`src/rtl/alarm_bank_if.sv`:
```
// alarm_bank_if: time, write-port, button and ring-status signals of the alarm bank
interface alarm_bank_if #(
  parameter int N_ALARM = 4
);
  localparam int IW = ($clog2(N_ALARM) > 1) ? $clog2(N_ALARM) : 1;
  logic               tick_1hz;
  logic [4:0]         hour;
  logic [5:0]         minute;
  logic [5:0]         second;
  logic [2:0]         week;
  logic               wr_en;
  logic [IW-1:0]      wr_idx;
  logic [4:0]         wr_hour;
  logic [5:0]         wr_min;
  logic [6:0]         wr_days;
  logic               wr_on;
  logic               snooze;
  logic               dismiss;
  logic               ring;
  logic [IW-1:0]      ring_idx;
  logic               snoozing;
  logic [N_ALARM-1:0] on_mask;
  modport master (
    output tick_1hz, hour, minute, second, week, wr_en, wr_idx, wr_hour, wr_min,
           wr_days, wr_on, snooze, dismiss,
    input  ring, ring_idx, snoozing, on_mask
  );
  modport slave (
    input  tick_1hz, hour, minute, second, week, wr_en, wr_idx, wr_hour, wr_min,
           wr_days, wr_on, snooze, dismiss,
    output ring, ring_idx, snoozing, on_mask
  );
endinterface

```
`src/rtl/alarm_bank.sv`:
```
// alarm_bank: N-slot weekly alarm clock with ring timeout, limited snooze and one-shot slots
module alarm_bank #(
  parameter int N_ALARM    = 4,
  parameter int RING_SEC   = 60,
  parameter int SNOOZE_MIN = 5,
  parameter int MAX_SNOOZE = 3
) (
  input logic        clk,
  input logic        rst,
  alarm_bank_if.slave bus
);
  localparam int IW   = ($clog2(N_ALARM) > 1) ? $clog2(N_ALARM) : 1;
  localparam int SNZ  = SNOOZE_MIN * 60;
  localparam int MAXC = (RING_SEC > SNZ) ? RING_SEC : SNZ;
  localparam int CW   = ($clog2(MAXC + 1) > 1) ? $clog2(MAXC + 1) : 1;
  localparam int SW   = ($clog2(MAX_SNOOZE + 1) > 1) ? $clog2(MAX_SNOOZE + 1) : 1;
  typedef enum logic [1:0] {IDLE, RINGING, SNOOZED} state_t;
  state_t             r_state, w_next;
  logic [4:0]         r_hour [N_ALARM];
  logic [5:0]         r_min  [N_ALARM];
  logic [6:0]         r_days [N_ALARM];
  logic [N_ALARM-1:0] r_on;
  logic [CW-1:0]      r_cnt;
  logic [SW-1:0]      r_snz;
  logic [IW-1:0]      r_idx;
  logic [N_ALARM-1:0] w_match;
  logic [IW-1:0]      w_first;
  logic               w_fire;
  logic               w_wr;
  // per-slot match, only meaningful on the second tick
  always_comb begin
    w_match = '0;
    for (int i = 0; i < N_ALARM; i++)
      w_match[i] = bus.tick_1hz && r_on[i] && r_hour[i] == bus.hour && r_min[i] == bus.minute &&
                   bus.second == 6'd0 && (r_days[i] == 7'd0 || |(r_days[i] & (7'd1 << bus.week)));
  end
  // lowest matching index wins
  always_comb begin
    w_first = '0;
    for (int i = N_ALARM - 1; i >= 0; i--)
      if (w_match[i]) w_first = IW'(i);
  end
  assign w_fire = r_state == IDLE && |w_match;
  assign w_wr   = bus.wr_en && bus.wr_hour <= 5'd23 && bus.wr_min <= 6'd59;
  // slot storage; a one-shot slot disarms itself as it fires, a later write in the same clk wins
  always_ff @(posedge clk) begin
    if (rst) begin
      r_on <= '0;
      for (int i = 0; i < N_ALARM; i++) begin
        r_hour[i] <= '0;
        r_min[i]  <= '0;
        r_days[i] <= '0;
      end
    end else begin
      for (int i = 0; i < N_ALARM; i++) begin
        if (w_fire && w_first == IW'(i) && r_days[i] == 7'd0) r_on[i] <= 1'b0;
        if (w_wr && bus.wr_idx == IW'(i)) begin
          r_hour[i] <= bus.wr_hour;
          r_min[i]  <= bus.wr_min;
          r_days[i] <= bus.wr_days;
          r_on[i]   <= bus.wr_on;
        end
      end
    end
  end
  // state register
  always_ff @(posedge clk) begin
    if (rst) r_state <= IDLE;
    else     r_state <= w_next;
  end
  // next state: dismiss beats snooze, snooze beats the countdown expiring
  always_comb begin
    w_next = r_state;
    case (r_state)
      IDLE:    w_next = w_fire ? RINGING : IDLE;
      RINGING: w_next = bus.dismiss ? IDLE :
                        (bus.snooze && r_snz < SW'(MAX_SNOOZE)) ? SNOOZED :
                        (bus.tick_1hz && r_cnt <= CW'(1)) ? IDLE : RINGING;
      SNOOZED: w_next = bus.dismiss ? IDLE :
                        (bus.tick_1hz && r_cnt <= CW'(1)) ? RINGING : SNOOZED;
      default: w_next = IDLE;
    endcase
  end
  // shared ring/snooze countdown, snooze count and latched ring slot
  always_ff @(posedge clk) begin
    if (rst) begin
      r_cnt <= '0;
      r_snz <= '0;
      r_idx <= '0;
    end else if (w_fire) begin
      r_cnt <= CW'(RING_SEC);
      r_snz <= '0;
      r_idx <= w_first;
    end else if (w_next == IDLE) begin
      r_cnt <= '0;
    end else if (r_state == RINGING && w_next == SNOOZED) begin
      r_cnt <= CW'(SNZ);
      r_snz <= r_snz + 1'b1;
    end else if (r_state == SNOOZED && w_next == RINGING) begin
      r_cnt <= CW'(RING_SEC);
    end else if (bus.tick_1hz) begin
      r_cnt <= r_cnt - 1'b1;
    end
  end
  // outputs decoded from registered state
  always_comb begin
    bus.ring     = r_state == RINGING;
    bus.snoozing = r_state == SNOOZED;
    bus.ring_idx = r_idx;
    bus.on_mask  = r_on;
  end
endmodule

```
`src/flat_wrapper.sv`:
```
// flat-port wrapper written by rule: the top's interface ports become plain ports
module alarm_bank_flat 
#(
  parameter int N_ALARM    = 4,
  parameter int RING_SEC   = 60,
  parameter int SNOOZE_MIN = 5,
  parameter int MAX_SNOOZE = 3
)
  (clk, rst, bus_tick_1hz, bus_hour, bus_minute, bus_second, bus_week, bus_wr_en, bus_wr_idx, bus_wr_hour, bus_wr_min, bus_wr_days, bus_wr_on, bus_snooze, bus_dismiss, bus_ring, bus_ring_idx, bus_snoozing, bus_on_mask);
  alarm_bank_if #(.N_ALARM(N_ALARM)) bus_i ();
  input logic clk;
  input logic rst;
  input wire logic [$bits(bus_i.tick_1hz)-1:0] bus_tick_1hz;
  input wire logic [$bits(bus_i.hour)-1:0] bus_hour;
  input wire logic [$bits(bus_i.minute)-1:0] bus_minute;
  input wire logic [$bits(bus_i.second)-1:0] bus_second;
  input wire logic [$bits(bus_i.week)-1:0] bus_week;
  input wire logic [$bits(bus_i.wr_en)-1:0] bus_wr_en;
  input wire logic [$bits(bus_i.wr_idx)-1:0] bus_wr_idx;
  input wire logic [$bits(bus_i.wr_hour)-1:0] bus_wr_hour;
  input wire logic [$bits(bus_i.wr_min)-1:0] bus_wr_min;
  input wire logic [$bits(bus_i.wr_days)-1:0] bus_wr_days;
  input wire logic [$bits(bus_i.wr_on)-1:0] bus_wr_on;
  input wire logic [$bits(bus_i.snooze)-1:0] bus_snooze;
  input wire logic [$bits(bus_i.dismiss)-1:0] bus_dismiss;
  output wire logic [$bits(bus_i.ring)-1:0] bus_ring;
  output wire logic [$bits(bus_i.ring_idx)-1:0] bus_ring_idx;
  output wire logic [$bits(bus_i.snoozing)-1:0] bus_snoozing;
  output wire logic [$bits(bus_i.on_mask)-1:0] bus_on_mask;
  assign bus_i.tick_1hz = bus_tick_1hz;
  assign bus_i.hour = bus_hour;
  assign bus_i.minute = bus_minute;
  assign bus_i.second = bus_second;
  assign bus_i.week = bus_week;
  assign bus_i.wr_en = bus_wr_en;
  assign bus_i.wr_idx = bus_wr_idx;
  assign bus_i.wr_hour = bus_wr_hour;
  assign bus_i.wr_min = bus_wr_min;
  assign bus_i.wr_days = bus_wr_days;
  assign bus_i.wr_on = bus_wr_on;
  assign bus_i.snooze = bus_snooze;
  assign bus_i.dismiss = bus_dismiss;
  assign bus_ring = bus_i.ring;
  assign bus_ring_idx = bus_i.ring_idx;
  assign bus_snoozing = bus_i.snoozing;
  assign bus_on_mask = bus_i.on_mask;
  alarm_bank #(.N_ALARM(N_ALARM), .RING_SEC(RING_SEC), .SNOOZE_MIN(SNOOZE_MIN), .MAX_SNOOZE(MAX_SNOOZE)) u_core (.clk(clk), .rst(rst), .bus(bus_i));
endmodule
```
`config.mk`:
```
export PLATFORM = sky130hd
export DESIGN_NAME = alarm_bank_flat
export DESIGN_NICKNAME = d
export VERILOG_FILES = /design/src/rtl/alarm_bank_if.sv /design/src/rtl/alarm_bank.sv /design/src/flat_wrapper.sv
export SDC_FILE = /design/constraint.sdc
export NUM_CORES = 1
export LEC_CHECK = 0
export CORE_MARGIN = 10
export CORE_UTILIZATION = 40
export DETAILED_ROUTE_END_ITERATION = 12
export DONT_BUFFER_PORTS = 1
export GPL_ROUTABILITY_DRIVEN = 0
export GPL_TIMING_DRIVEN = 0
export HOLD_SLACK_MARGIN = 0.08
export PLACE_DENSITY = 0.52
export SLEW_MARGIN = 20
export SYNTH_ARGS = -nofsm -noshare
export SYNTH_HDL_FRONTEND = slang
export SYNTH_SLANG_ARGS = --single-unit
```
`constraint.sdc`:
```
create_clock -name clk -period 3.2 [get_ports clk]
set_input_delay 0.8 -clock clk [delete_from_list [all_inputs] [get_ports clk]]
set_output_delay 0.8 -clock clk [all_outputs]
set_load 0.02 [all_outputs]
```
After elaboration in Yosys (flattened, before gate mapping)

Memories as Yosys holds them, arrays and structs flattened.
Index checks and enable logic that the tools add are counted.

Bitwise gates (word level): 17
Add/subtract/negate cells: 2
$lt $le $gt $ge: 4
Reduce and logical (&&, ||, !) cells: 67
Divide/modulo/power cells: 0
Multiply operators: 0
Equal/unequal tests: 18
Shift operators: 1
Mux-type cells: 50

Operators with widths:

| cell                  | count |
|---|---|
| $logic_and A1 B1 Y1   | 39 |
| $mux W6               | 6 |
| $and A7 B7 Y7         | 4 |
| $logic_not A7 Y1      | 4 |
| $mux W7               | 4 |
| $reduce_or A7 Y1      | 4 |
| $mux W9               | 3 |
| $eq A6 B6 Y1          | 4 |
| $mux W1               | 24 |
| $eq A5 B5 Y1          | 4 |
| $mux W5               | 4 |
| $mux W2               | 8 |
| $eq A2 B2 Y1 const B  | 6 |
| $or A1 B1 Y1          | 12 |
| $le A9 B1 Y1 const B  | 1 |
| $sub A9 B1 Y9 const B | 1 |
| $eq A2 B1 Y1 const B  | 4 |
| $logic_not A2 Y1      | 4 |
| $reduce_bool A2 Y1    | 4 |
| $shl A1 B3 Y7 const A | 1 |
| $le A6 B6 Y1 const B  | 1 |
| $logic_not A6 Y1      | 1 |
| $pmux W2 S3           | 1 |
| $le A5 B5 Y1 const B  | 1 |
| other kinds (11)      | 14 |

Memory bits (writable): 72
Output and inout bits: 8
Bits in registers: 19
Bits in latches: 0
Memories: 3
ROM bits: 0
Logic and storage cells: 172
Input port bits: 47

Memories:

| memory        | words | width | rd ports | clocked after memory_dff | write ports | line             | source |
|---|---|---|---|---|---|---|---|
| u_core.r_days | 4     | 7     | 4        | 0                        | 4           | alarm_bank.sv:21 | `logic [6:0] r_days [N_ALARM];` |
| u_core.r_min  | 4     | 6     | 4        | 0                        | 4           | alarm_bank.sv:20 | `logic [5:0] r_min [N_ALARM];` |
| u_core.r_hour | 4     | 5     | 4        | 0                        | 4           | alarm_bank.sv:19 | `logic [4:0] r_hour [N_ALARM];` |

Depth between registers and ports, before layout

Gate-level depths: netlist of run 1.
An unclocked memory read counts as a cell.

Depth in word-level cells: 16
Mapped depth: 7
Mapped depth without buffers: 7

Worst setup path after synthesis of run 1

OpenSTA, ideal clock, no wires.

Path kind: input-to-reg
Start point: input bus_wr_min[4]
End point: register u_core.r_on[0] (netlist: u_core.bus.on_mask[0])
Stages: 5
Required time: 3083 ps
Library setup time: 117 ps
Arrival: 2810 ps
Buffers on the path: 0
Setup slack: 273 ps
Path through: nand4_1 > nand4b_1 > o21ai_0 > inv_1 > a32o_1

Cells in the longest elaborated chain, start to end: 4
Elaborated cells between the ends (all ways): 5
Classes of those cells: 1 x order compare; 1 x mux; 3 x reduce/logical

Ends and longest elaborated chain:

| element                                       | line               | source |
|---|---|---|
| start, declared                               | flat_wrapper.sv:21 | `input wire logic [$bits(bus_i.wr_min)-1:0] bus_wr_min;` |
| $le A6 B6 Y1 (*)                              | alarm_bank.sv:44   | `assign w_wr = bus.wr_en && bus.wr_hour <= 5'd23 && bus.wr_min <= 6'd59;` |
| $logic_and A1 B1 Y1 (*)                       | alarm_bank.sv:44   |  |
| $logic_and A1 B1 Y1 (*)                       | alarm_bank.sv:57   | `if (w_wr && bus.wr_idx == IW'(i)) begin` |
| $mux W1 or $reduce_bool A2 Y1 (tied branches) | n/a                |  |
| end signal, assigned by index                 | alarm_bank.sv:61   | `r_on[i] <= bus.wr_on;` |
| end, declared                                 | alarm_bank.sv:22   | `logic [N_ALARM-1:0] r_on;` |

Every way passes the cells marked *; elsewhere a longest branch is shown, timed or not.
A chain may end at the register's enable or synchronous reset.

Worst setup path after layout of run 1

Start point: input bus_week[1]
End point: register u_core.r_cnt[4]

Cells in the longest elaborated chain, start to end: 15
Elaborated cells between the ends (all ways): 31
Classes of those cells: 2 x eq/ne; 1 x shift; 6 x mux; 4 x bitwise; 18 x reduce/logical

Ends and longest elaborated chain:

| element                 | line               | source |
|---|---|---|
| start, declared         | flat_wrapper.sv:17 | `input wire logic [$bits(bus_i.week)-1:0] bus_week;` |
| $shl A1 B3 Y7 (*)       | alarm_bank.sv:35   | `bus.second == 6'd0 && (r_days[i] == 7'd0 \|\| \|(r_days[i] & (7'd1 << bus.week)));` |
| $and A7 B7 Y7           | alarm_bank.sv:35   |  |
| $reduce_or A7 Y1        | alarm_bank.sv:35   |  |
| $logic_or A1 B1 Y1      | alarm_bank.sv:35   |  |
| $logic_and A1 B1 Y1     | alarm_bank.sv:35   |  |
| $reduce_or A4 Y1 (*)    | alarm_bank.sv:43   | `assign w_fire = r_state == IDLE && \|w_match;` |
| $logic_and A1 B1 Y1 (*) | alarm_bank.sv:43   |  |
| $mux W1                 | alarm_bank.sv:75   | `IDLE: w_next = w_fire ? RINGING : IDLE;` |
| $pmux W2 S3             | alarm_bank.sv:74   | `case (r_state)` |
| $eq A2 B1 Y1            | alarm_bank.sv:99   | `end else if (r_state == SNOOZED && w_next == RINGING) begin` |
| $logic_and A1 B1 Y1     | alarm_bank.sv:99   |  |
| $mux W9                 | alarm_bank.sv:99   |  |
| $mux W9                 | alarm_bank.sv:96   | `end else if (r_state == RINGING && w_next == SNOOZED) begin` |
| $mux W6                 | alarm_bank.sv:94   | `end else if (w_next == IDLE) begin` |
| $mux W6                 | alarm_bank.sv:90   | `end else if (w_fire) begin` |
| end signal, assigned    | alarm_bank.sv:91   | `r_cnt <= CW'(RING_SEC);` |
| end signal, assigned    | alarm_bank.sv:97   | `r_cnt <= CW'(SNZ);` |
| end signal, assigned    | alarm_bank.sv:100  | `r_cnt <= CW'(RING_SEC);` |
| end, declared           | alarm_bank.sv:23   | `logic [CW-1:0] r_cnt;` |

Marks and branches as above.

==> results of run 1 <==
[cells in the final DEF, fill, tap and decap left out, types with 2 or more instances in the layout]
cell type  Yosys  layout
a2111oi_1      2       2
a211oi_1       4       4
a21oi_1       10      10
a221o_1        4       4
and2_1        76      76
buf_2          2       2
buf_8          0       4
clkbuf_1       6       7
clkbuf_16      0       9
clkinv_1       1       4
dfxtp_1       19      19
edfxtp_1      72      72
ha_1           3       3
inv_1         10      10
mux2_2         2       2
mux2i_1        6       6
nand2_1       16      16
nand2b_1       5       5
nand3_1        5       5
nand4_1       12      12
nor2_1        17      17
nor2b_1        2       2
nor3_1        17      15
nor3_2         0       2
nor3b_1        3       3
nor4_1         8       8
o21ai_0        6       2
o21ai_1        2       2
o21ai_2        0       3
o21ai_4        1       2
o221a_1        3       3
o31a_1         3       3
or2_2          4       4
or3_1          2       2
or3_4          2       2
or4_1          6       6
xnor2_1       41      41
xor2_1        11      11
[Yosys cell counts (all sizes together) (2+ instances only)]
library cell	n	area [um^2]
nand4	12	75.1
ha	3	37.5
o21ai	9	56.3
nor3	17	85.1
mux2i	6	60.1
mux2	2	22.5
inv	10	37.5
a221o	4	40.0
and2	76	475
o31a	3	26.3
xor2	11	96.3
dfxtp	19	380
nor2b	2	12.5
xnor2	41	359
nor3b	3	22.5
a21oi	10	50.1
nor2	17	63.8
buf	3	17.5
or2	4	25.0
nand3	5	25.0
or4	6	45.0
a2111oi	4	43.8
nand2	16	60.1
nor4	8	50.1
a211oi	4	30.0
nand2b	5	31.3
o221a	3	33.8
or3	4	35.0
edfxtp	72	2160
clkbuf	6	22.5
[per-layer routing]
metal / vias up / part of all wire [%] / track usage [%]
met5: - / 0 / 0
met4: 0 / 2.6 / 7.15
met3: 17 / 6.1 / 3.76
met2: 77 / 49 / 23.7
met1: 1471 / 42 / 17.9
li1: 1503 / - / -
[critical path, cell delays in order]
cell	delay, ns
buf_2	0.16
nor2b_1	0.19
a221o_1	0.37
a2111oi_1	0.55
o2bb2ai_1	0.19
o21a_1	0.29
o31a_1	0.32
[worst max-delay path by stage]
stage	cells after the start	endpoint	start
after global placement	5	u_core.bus.on_mask[0]	bus_wr_min[4]
final	7	u_core.r_cnt[4]	bus_week[1]
after CTS	6	u_core.r_cnt[5]	u_core.r_days[0][2]
after detailed placement	7	u_core.r_cnt[4]	bus_week[1]
after floorplan	5	u_core.bus.on_mask[0]	bus_wr_min[4]
after global routing	7	u_core.r_cnt[4]	bus_week[0]
[state kept, by name, indices dropped and copies added, names as in the netlist]
signal / count
u_core.r_state: 2
u_core.bus.ring_idx: 2
u_core.r_snz: 2
u_core.bus.on_mask: 4
u_core.r_hour: 20
u_core.r_cnt: 9
u_core.r_min: 24
u_core.r_days: 28
[layout make-up]
| class | instances | area (um^2) | area share, % |
|---|---|---|---|
| Buffer | 9 | 40.0 | 0.772 |
| Clock inverter | 6 | 55.1 | 1.06 |
| Sequential cell | 91 | 2540 | 49.0 |
| Inverter | 11 | 41.3 | 0.796 |
| Clock buffer | 10 | 229 | 4.41 |
| Tap cell | 143 | 179 | 3.45 |
| Timing Repair Buffer | 4 | 60.1 | 1.16 |
| Multi-Input combinational cell | 290 | 2040 | 39.4 |
[stage by stage]
step                      total power (uW)  hold WS [ns]  setup WS [ns]  TNS [ns]  util [%]
after floorplan                       1540         0.475          0.273         0         -
after global placement                1600         0.489          -1.10    -57.60      42.3
after detailed placement              1610         0.499          0.176         0      43.1
after CTS                             2640         0.504          0.522         0      45.6
after global routing                  2710         0.557          0.338         0      45.6
final                                 2620         0.513          0.550         0      45.6
[power by group through the flow]
stage / logic, uW / registers [uW] / clock network (uW)
2_1_floorplan: 144 / 1400 / 0
3_3_place_gp: 190 / 1410 / 0
3_5_place_dp: 206 / 1410 / 0
4_1_cts: 207 / 1380 / 1060
5_1_grt: 225 / 1390 / 1100
6_report: 203 / 1380 / 1040
[logic make-up (layout without fill, tap and decap cells)]
kind of cell	Yosys count	in the layout	share of synthesized area (%)
flip-flops	91	91	54.9
multiplexers	9	9	2.27
adder cells (fa/ha/maj)	3	3	0.810
AO/OA/AOI/OAI	46	46	7.72
buffers and inverters	20	40	1.76
AND/OR/NAND/NOR	180	180	22.7
XOR/XNOR	52	52	9.83
==> results.toml, run 1 <==
[setup_path]
r2r_start = "u_core.r_days[0][2]"
end_kind = "flip-flop"
worstReg2RegEnd = "u_core.r_cnt[5]"
r2r.worst_path.cells = 6
cp.required_ns = 3.42
cp-start-kind = "primary input"
r2r_setup_slack_ns = 0.57
cp_max_fo = 9
critical_path_class = "in -> reg"
arrival_ns = 2.88

[power]
combPwrFrac_pct = 7.8
swShare_pct = 22.1
ir_drop_mv = 0.327
power_density_nw_per_um2 = 505
leakagePower_uw = 0.00178
power_switching_uw = 579
seqPwrFrac_pct = 52.7
pwr-share-clk_pct = 39.5
intPower_uw = 2040

[die]
die_width_um = 128
die_h_um = 128
num_io_pins = 55
dieArea_um2 = 16300
rows = 39
initial_core_util_pct = 40.8
core-area_um2 = 11400

[sta]
hold_viol = 0
period_share_pct = 82.8
fmax_ghz = 0.377
final_max_slew_viol_count = 0
max-slew-margin-rel_pct = 42.5
worst_pin_slew_ns = 0.859
rsz0062_at_grt = "no"
skew_ns = 0.00679
setup_violations = 0
fin_crit_ns = 2.65

[run_status]
status = "finished, final reports clean"

[route]
drtIter0Drc = 150
routed_wl_um = 11600
dr_total_vias = 3068
drtAntennaViolNets = 0
drcViolationCount = 0
firstDrtPassIters = 4
wl_per_cell_um = 20.5
via_per_inst = 5.44

[clock_network]
root_buffer = "clkbuf_16"
hold_buffers = 0
cts_setup_buffers = 0
cts_max_level = 3
clock-sinks = 91
clk_pin_slew_ns = 0.06
clock_latency_ns = 0.34
clk_path_buf_depth = 2
numCtsBuffers = 9
cts_tree = "built"
cts_resized = 0

[global_route]
grt_pass1_vias = 3095
grt_first_pass_wirelength_um = 18000
grt_max_degree = 15
overflow = 0
antenna_found_initial = 0
grt_usage_pct = 14.7

[finish]
final_area_um2 = 5190
n_fill_cell = 1053
drive_gt1_share_pct = 8.79
nets = 466
final_cells = 564
antennaDiodeCount = 0
synthToLayoutAreaGrowth_pct = 12.0

[yosys]
synth_seq_cells = 91
yosysWarningCount = 0
synth-main-ff-cell = "edfxtp_1"
synthCells = 401
syn-num-nets = 451
synth_area_um2 = 4630
avgSynthCellArea_um2 = 11.6
synth_edf_count = 72
async_reset_ff_share_pct = 0
yosysSeqAreaShare_pct = 54.9
synthDistinctLibCells = 52

[run]
drv_cap = 0

[hold_path]
min_to = "u_core.r_cnt[1]"
hp-class = "reg -> reg"
hp-start = "u_core.r_cnt[1]"
whs_path_depth = 2

[placed_design]
hpwl_um = 8750
dp_cells = 548
dpl_cell_area_um2 = 4900
port-buffer-count = 0
(Power assumes the default switching activity.)
==> run 2: changes to the inputs <==
- PLACE_DENSITY: 0.52 -> 0.54
- clock period: 3.2 -> 2.3 ns (I/O delays scaled with it)
==> run 2 against run 1 <==
Compared with the run above: via count rose by 0.26%; global-route usage barely moved; combinational power grew 48%; worst setup slack got worse by 0.53 ns; power up 36%; die area stayed put; sequential power grew 40%; cell count is 0.53% higher; highest routed layer unchanged.
==> results.toml, run 2 (synthesis results as in run 1) <==
[finish]
n_fill_cell = 1079
antennaDiodeCount = 0
nets = 469
largestRegisters = "u_core.r_days x28, u_core.r_min x24, u_core.r_hour x20"
layout_commonest_cell = "and2_1"
largest_register_ffs = 28
drive_gt1_share_pct = 13.9
synthToLayoutAreaGrowth_pct = 15.1
regMostFlops = "u_core.r_days"
final_cell_mix = "76 x and2_1, 72 x edfxtp_1, 41 x xnor2_1, 17 x nor2_1, 17 x dfxtp_1"

[placed_design]
pre_cts_ws_ns = -0.491
hpwl_um = 8590
port-buffer-count = 0

[setup_path]
r2r.worst_path.cells = 6
cp_slowest_cell = "or4b_4"
cp.required_ns = 2.54
worstReg2RegEnd = "u_core.r_cnt[7]"
arrival_ns = 2.52
r2r_start = "u_core.r_cnt[4]"
cp_max_fo = 6
path_common_cell = "or3_4"
slowest_delay_ns = 0.54
cp_cell_sequence = "or4b_4 > or3_4 > or3_4 > o21ai_4 > a2111o_1 > nor2_1"
critical_path_class = "reg -> reg"
cp-start-kind = "flip-flop"
r2r_setup_slack_ns = 0.02
end_kind = "flip-flop"

[clock_network]
root_buffer = "clkbuf_16"
clk_path_buf_depth = 2
numCtsBuffers = 9
cts_max_level = 3
clk_pin_slew_ns = 0.06
clock-sinks = 91
clock_latency_ns = 0.35
cts_tree = "built"

[die]
rows = 39
die_width_um = 128
core-area_um2 = 11400
num_io_pins = 55
dieArea_um2 = 16300
die_h_um = 128
initial_core_util_pct = 40.8

[global_route]
overflow = 0
grt_max_degree = 20
met2_usage_pct = 24.4
grt-busiest-layer = "met2"
grt_usage_pct = 14.6
use_met3_pct = 3.68
antenna_found_initial = 0
use_met1_pct = 17.4
grt_pass1_vias = 3088
grt_first_pass_wirelength_um = 18000

[sta]
final_max_slew_viol_count = 0
fin_ws_ns = 0.0166
skew_ns = 0.00505
worst_pin_slew_ns = 0.848
fin_crit_ns = 2.28
hold_viol = 0
fmax_ghz = 0.438
setup_tns_ns = 0
period_share_pct = 99.3
rsz0062_at_grt = "yes"
setup_violations = 0
max-slew-margin-rel_pct = 43.0

[hold_path]
hp-class = "in -> reg"
min_to = "u_core.bus.on_mask[1]"
whs_path_depth = 2
hp-start = "bus_wr_on"

[route]
wl_per_cell_um = 20.6
drcViolationCount = 0
dr_total_vias = 3076
drtIter0Drc = 143
via_per_inst = 5.43
drtAntennaViolNets = 0
firstDrtPassIters = 4
routed_wl_um = 11700

[power]
ir_drop_mv = 0.455
leakagePower_uw = 0.00182
power_density_nw_per_um2 = 668

[run]
drv_cap = 0

[run_status]
status = "finished, final reports clean"
[run 2: what timing repair did]
action | 4_1_cts | 5_1_grt
hold buffers | 0 | 0
buffers inserted | 2 | 2
pin swaps | 3 | 10
gates resized for setup | 7 | 16
setup endpoints to repair | 11 | 44
[run 2: how the worst max path moves through the flow]
stage / startpoint / end / cells past startpoint
2_1_floorplan: bus_wr_min[4] / u_core.r_days[2][0] / 3
3_3_place_gp: bus_wr_min[4] / u_core.r_days[3][3] / 3
3_5_place_dp: bus_week[0] / u_core.r_cnt[4] / 7
4_1_cts: u_core.r_cnt[4] / u_core.r_cnt[4] / 6
5_1_grt: bus_wr_min[4] / u_core.r_days[2][0] / 5
6_report: u_core.r_cnt[4] / u_core.r_cnt[7] / 6
[run 2: area by class of cell]
class / count / area, um^2 / area share, %
Inverter: 11 / 41.3 / 0.774
Clock inverter: 7 / 33.8 / 0.634
Clock buffer: 9 / 225 / 4.22
Buffer: 9 / 47.5 / 0.892
Sequential cell: 91 / 2550 / 47.8
Timing Repair Buffer: 7 / 71.3 / 1.34
Tap cell: 143 / 179 / 3.36
Multi-Input combinational cell: 290 / 2190 / 41.0
[run 2: worst max-delay path: cells and delay by family (launching register included)]
| kind | cells | cell delay, ns |
|---|---|---|
| simple gates | 4 | 1.36 |
| compound gates | 2 | 0.47 |
| flops | 1 | 0.33 |
[run 2: report_power, final]
| part | leakage, uW | switching (uW) | internal, uW |
|---|---|---|---|
| combinational | 0.000831 | 159 | 142 |
| sequential | 0.000856 | 51.9 | 1870 |
| clock | 0.000130 | 616 | 717 |
[run 2: layer usage]
layer  part of all wire, %  vias to the layer above
met1                    43                     1500
met5                     0                        -
met3                   5.5                       18
met2                    50                       65
li1                      -                     1493
met4                   2.0                        0
[run 2: stage by stage]
| stage | cells | instance area, um^2 | util [%] | total power [uW] | hold slack [ns] |
|---|---|---|---|---|---|
| after floorplan | 401 | 4660 | - | 2150 | 0.482 |
| after global placement | 544 | 4840 | 42.5 | 2230 | 0.497 |
| after detailed placement | 547 | 4910 | 43.2 | 2240 | 0.504 |
| after CTS | 565 | 5210 | 45.8 | 3570 | 0.335 |
| after global routing | 567 | 5330 | 46.9 | 3690 | 0.352 |
| final | 567 | 5330 | 46.9 | 3560 | 0.344 |
